===== src/rtl/inst_encoder.sv =====
// inst_encoder: packs RV32I field bundles into instruction words and writes them sequentially into IMEM.
// Optional checking is enabled with `define INST_ENC_CHECK_EN (illegal-format skip and B/JAL alignment error).
module inst_encoder #(
    parameter int ADDR_W = 12,
    parameter int CNT_W  = 10
) (
    input  logic              clk,
    input  logic              rst,
    input  logic              start,
    input  logic [ADDR_W-1:0] base_addr,
    input  logic [CNT_W-1:0]  count,
    input  logic              in_valid,
    output logic              in_ready,
    input  logic [3:0]        in_fmt,
    input  logic [4:0]        in_rd,
    input  logic [4:0]        in_rs1,
    input  logic [4:0]        in_rs2,
    input  logic [2:0]        in_funct3,
    input  logic [6:0]        in_funct7,
    input  logic [31:0]       in_imm,
    output logic              imem_wena,
    output logic [ADDR_W-1:0] imem_addr,
    output logic [31:0]       imem_wdata,
    output logic              busy,
    output logic              done,
    output logic              err
);

    localparam logic [1:0] S_IDLE = 2'd0;
    localparam logic [1:0] S_RUN  = 2'd1;
    localparam logic [1:0] S_DONE = 2'd2;

    localparam logic [3:0] F_R     = 4'd0;
    localparam logic [3:0] F_I     = 4'd1;
    localparam logic [3:0] F_IL    = 4'd2;
    localparam logic [3:0] F_S     = 4'd3;
    localparam logic [3:0] F_B     = 4'd4;
    localparam logic [3:0] F_JAL   = 4'd5;
    localparam logic [3:0] F_JALR  = 4'd6;
    localparam logic [3:0] F_LUI   = 4'd7;
    localparam logic [3:0] F_AUIPC = 4'd8;

    localparam logic [31:0] NOP_WORD = 32'h0000_0013;

    logic [1:0]        r_state;
    logic [ADDR_W-1:0] r_addr;
    logic [CNT_W-1:0]  r_remain;
    logic              r_wena_p1;
    logic [ADDR_W-1:0] r_addr_p1;
    logic [31:0]       r_wdata_p1;

    logic              w_hs;
    logic              w_last;
    logic              w_skip;
    logic [31:0]       w_word;

    function automatic logic [31:0] encode_word(
        input logic [3:0]  fmt,
        input logic [4:0]  rd,
        input logic [4:0]  rs1,
        input logic [4:0]  rs2,
        input logic [2:0]  f3,
        input logic [6:0]  f7,
        input logic [31:0] imm
    );
        logic [31:0] word;
        word = NOP_WORD;
        case (fmt)
            F_R:     word = {f7, rs2, rs1, f3, rd, 7'b0110011};
            F_I:     word = {imm[11:0], rs1, f3, rd, 7'b0010011};
            F_IL:    word = {imm[11:0], rs1, f3, rd, 7'b0000011};
            F_S:     word = {imm[11:5], rs2, rs1, f3, imm[4:0], 7'b0100011};
            F_B:     word = {imm[12], imm[10:5], rs2, rs1, f3, imm[4:1], imm[11], 7'b1100011};
            F_JAL:   word = {imm[20], imm[10:1], imm[11], imm[19:12], rd, 7'b1101111};
            F_JALR:  word = {imm[11:0], rs1, f3, rd, 7'b1100111};
            F_LUI:   word = {imm[31:12], rd, 7'b0110111};
            F_AUIPC: word = {imm[31:12], rd, 7'b0010111};
            default: word = NOP_WORD;
        endcase
        return word;
    endfunction

    assign in_ready = (r_state == S_RUN);
    assign busy     = (r_state == S_RUN);
    assign done     = (r_state == S_DONE);
    assign w_hs     = in_valid && (r_state == S_RUN);
    assign w_last   = (r_remain == CNT_W'(1));
    assign w_word   = encode_word(in_fmt, in_rd, in_rs1, in_rs2, in_funct3, in_funct7, in_imm);

`ifdef INST_ENC_CHECK_EN
    logic r_err;
    logic w_misalign;

    // Illegal formats are consumed without touching the count or address.
    assign w_skip     = (in_fmt > F_AUIPC);
    assign w_misalign = ((in_fmt == F_B) || (in_fmt == F_JAL)) && in_imm[0];

    always_ff @(posedge clk or posedge rst) begin
        if (rst) begin
            r_err <= 1'b0;
        end else if ((r_state == S_IDLE) && start) begin
            r_err <= 1'b0;
        end else if (w_hs && (w_skip || w_misalign)) begin
            r_err <= 1'b1;
        end
    end

    assign err = r_err;
`else
    assign w_skip = 1'b0;
    assign err    = 1'b0;
`endif

    always_ff @(posedge clk or posedge rst) begin
        if (rst) begin
            r_state    <= S_IDLE;
            r_addr     <= '0;
            r_remain   <= '0;
            r_wena_p1  <= 1'b0;
            r_addr_p1  <= '0;
            r_wdata_p1 <= '0;
        end else begin
            r_wena_p1 <= 1'b0;
            case (r_state)
                S_IDLE: begin
                    if (start) begin
                        r_addr   <= base_addr;
                        r_remain <= count;
                        r_state  <= (count == '0) ? S_DONE : S_RUN;
                    end
                end
                S_RUN: begin
                    // Write stage: the accepted word appears on the IMEM port one cycle later.
                    if (w_hs && !w_skip) begin
                        r_wena_p1  <= 1'b1;
                        r_addr_p1  <= r_addr;
                        r_wdata_p1 <= w_word;
                        r_addr     <= r_addr + ADDR_W'(4);
                        r_remain   <= r_remain - CNT_W'(1);
                        if (w_last) begin
                            r_state <= S_DONE;
                        end
                    end
                end
                S_DONE: begin
                    r_state <= S_IDLE;
                end
                default: begin
                    r_state <= S_IDLE;
                end
            endcase
        end
    end

    assign imem_wena  = r_wena_p1;
    assign imem_addr  = r_addr_p1;
    assign imem_wdata = r_wdata_p1;

endmodule


===== config.mk =====
export PLATFORM = sky130hd
export DESIGN_NAME = inst_encoder
export DESIGN_NICKNAME = d
export VERILOG_FILES = /design/src/rtl/inst_encoder.sv
export SDC_FILE = /design/constraint.sdc
export NUM_CORES = 1
export LEC_CHECK = 0
export BUFFER_PORTS_ARGS = -buffer_cell sky130_fd_sc_hd__buf_2
export CAP_MARGIN = 20
export CORE_MARGIN = 3
export CORE_UTILIZATION = 50
export DETAILED_ROUTE_END_ITERATION = 10
export HOLD_SLACK_MARGIN = 0.12
export PLACE_DENSITY = 0.81
export SYNTH_ARGS = -nofsm -noshare
export SYNTH_HDL_FRONTEND = slang
export SYNTH_SLANG_ARGS = --single-unit

===== constraint.sdc =====
create_clock -name clk -period 2.1 [get_ports clk]
set_input_delay 0.105 -clock clk [delete_from_list [all_inputs] [get_ports clk]]
set_output_delay 0.105 -clock clk [all_outputs]
set_load 0.005 [all_outputs]

==> results.sh <==
export IMPL_grt_usage=0.247
export IMPL_synthArstFlopShare=1.00
export IMPL_reg2reg_slack_ns=0.27
export IMPL_status="finished clean"
export IMPL_ys_seq_area_frac=0.418
export IMPL_die_w_um=96.2
export IMPL_cellPowerDensity_mw_per_mm2=882
export IMPL_worstMarginPinSlew_ns=0.656
export IMPL_rr_startpoint="r_state[0]"
export IMPL_crit_family="flip-flops"
export IMPL_cap_viol_max_count=0
export IMPL_post_route_drc_count=0
export IMPL_ant_nets=0
export IMPL_period_share=0.870
export IMPL_place_area_mm2=0.00475
export IMPL_worstReg2RegEnd="r_remain[6]"
export IMPL_clock_sinks=68
export IMPL_fillers=638
export IMPL_grt_antenna_before_repair=0
export IMPL_synth_most_common_cell="dfrtp_1"
export IMPL_via_per_inst=5.89
export IMPL_yosys_area_top_type="dfrtp_1"
export IMPL_cts_root_buffer="clkbuf_8"
export IMPL_synth_seq_cells=68
export IMPL_slew_headroom=0.561
export IMPL_cts_buffers=9
export IMPL_fp_dieH_um=96.2
export IMPL_clock_latency_ns=0.33
export IMPL_htreeDepth=3
export IMPL_yosys_warnings=0
export IMPL_rows=32
export IMPL_grt_ovfl_total=0
export IMPL_synth_distinct_cells=63
export IMPL_path_class="reg2reg"
export IMPL_hpwl_um=8070
export IMPL_wl_per_cell_um=16.7
export IMPL_vdd_drop_max_uv=439
export IMPL_hold_violations=0
export IMPL_rsz0062_at_grt="no"
export IMPL_cts_resized=0
export IMPL_synth_area_mm2=0.00407
export IMPL_die_area_mm2=0.00926
export IMPL_endpoint="r_remain[6]"
export IMPL_cp_max_fo=19
export IMPL_cts_tree="done"
export IMPL_finalSetupViolCount=0
export IMPL_skew_ns=0.00805
export IMPL_dr_pass1_iters=5
export IMPL_setup_tns_ns=0
export IMPL_drtIter0Drc=193
export IMPL_grt_max_degree=52
export IMPL_slew_viol_final=0
export IMPL_ff2ff_path_depth=4
export IMPL_stdcell_count=688
export IMPL_netlist_instances=435
export IMPL_cp_arrival_ns=2.04
export IMPL_slowest_stage="dfrtp_1"
export IMPL_start_util=0.521
export IMPL_yosysTopAreaCellShare=0.418
export IMPL_synth_edf_count=0
export IMPL_avgSynthCellArea_um2=9.36
export IMPL_worstPathRequired_ns=2.31
export IMPL_startpoint="r_state[0]"
export IMPL_critical_path_buf_inv_count=0
export IMPL_design_area_mm2=0.00526
export IMPL_drive_gt1_frac=0.314
export IMPL_grt_pass1_vias=3803
export IMPL_crit_chain="mux2i_1 > or2_1 > o21ai_0 > a21boi_0"
export IMPL_layout_min_cycle_time_ns=1.83
export IMPL_leakage_nw=2.45
export IMPL_path_clk_slew_ns=0.08
export IMPL_hold_path_class="in2reg"
export IMPL_fp_coreArea_mm2=0.00781
export IMPL_io_buffers=134
export IMPL_numPlacedInstances=641
export IMPL_drt_total_wl_um=11500
export IMPL_synth_common_cells="68 x dfrtp_1, 45 x nand2_1, 26 x nor2b_1"
export IMPL_grt_pass1_wl_um=18000
export IMPL_max_stage_delay_ns=0.55
export IMPL_final_util=0.673
export IMPL_crit_cells=4
export IMPL_areaGrowthSynthToFinish_pct=29.1
export IMPL_nNetsFinal=671
export IMPL_synth_fp_nets=525
export IMPL_ys_top_cells_by_area="dfrtp_1 42%, nand2_1 4.2%, nor2b_1 4.0%"
export IMPL_num_antenna_cells=0
export IMPL_vias=4051
export IMPL_timing_fmax_mhz=548
export IMPL_ctsLongestPathBuffers=2
export IMPL_synthFlopType="dfrtp_1"
export IMPL_cp_end_kind="flop"
export IMPL_place_congestion=0.926
export IMPL_cp_start_kind="flop"
export IMPL_num_io_pins=136
[placed cells by master (no fill, tap or decap), drive strengths merged, types with 10 or more instances in the layout]
cell type      n
a211oi        14
a31oi         20
a221o         15
mux2i         10
nor3          12
inv           11
o22ai         18
o21ai         25
buf          145
dlygate4sd3   31
dfrtp         68
nor2          20
a21oi         22
nand2         45
nor2b         26
[worst min path at each step]
stage,start,end,slack [ns],cells after the start
6_report,count[9],r_remain[9],0.13,3
3_3_place_gp,rst,imem_wdata[1],0.13,2
2_1_floorplan,start,r_state[0],0.23,2
3_5_place_dp,rst,imem_wdata[1],0.13,2
5_1_grt,base_addr[11],r_addr[11],0.14,3
4_1_cts,count[9],r_remain[9],0.12,3
[what timing repair did]
action	4_1_cts	5_1_grt
hold buffers	31	0
endpoints found under the hold margin	48	0
buffers inserted	0	0
[worst register-to-register path: cells and delay by family, from the launching register on]
| family | cells | cell delay [ns] |
|---|---|---|
| simple gates | 1 | 0.53 |
| compound gates | 2 | 0.32 |
| flops | 1 | 0.55 |
| mux | 1 | 0.32 |
[power breakdown]
group          total [W]  leakage (nW)  switching (W)  internal (W)
clock            0.00109        0.0923       0.000540      0.000555
sequential       0.00204         0.835       0.000366       0.00168
combinational    0.00150          1.52       0.000773      0.000725
total            0.00464          2.45        0.00168       0.00296
[registers in the layout, indices dropped and copies added, names as in the netlist]
name	count
imem_wdata	31
imem_wena	1
imem_addr	12
r_addr	12
r_remain	10
r_state	2
[logic make-up (layout without fill, tap and decap cells)]
family,after synthesis,count (layout),share of synthesized area
flip-flops,68,68,0.418
XOR/XNOR,1,1,0.00215
other,1,1,0.000921
buffers and inverters,50,201,0.0624
multiplexers,17,17,0.0467
AO/OA/AOI/OAI,156,156,0.280
AND/OR/NAND/NOR,139,139,0.180
adder cells (fa/ha/maj),3,3,0.00922
[per-layer routing]
metal,GRT usage,part of all wire,vias up
li1,-,-,1916
met1,0.324,0.42,1921
met2,0.409,0.49,189
met3,0.0524,0.070,25
met4,0.0746,0.020,0
met5,0,0,-
[cell type report]
| type | count | area, µm² | share of cell area |
|---|---|---|---|
| Tap cell | 102 | 128 | 0.0243 |
| Inverter | 9 | 33.8 | 0.00643 |
| Sequential cell | 68 | 1700 | 0.324 |
| Timing Repair Buffer | 176 | 1080 | 0.205 |
| Multi-Input combinational cell | 317 | 2110 | 0.402 |
| Clock buffer | 9 | 124 | 0.0236 |
| Clock inverter | 7 | 75.1 | 0.0143 |
[through the flow]
stage,hold WS [ns],setup slack (ns),total power (W)
after detailed placement,0.135,0.284,0.00350
after global routing,0.138,0.0730,0.00495
after global placement,0.127,0.323,0.00342
after floorplan,0.234,0.283,0.00295
final,0.131,0.274,0.00464
after CTS,0.122,0.279,0.00465
Power figures use the tool's default switching activity.
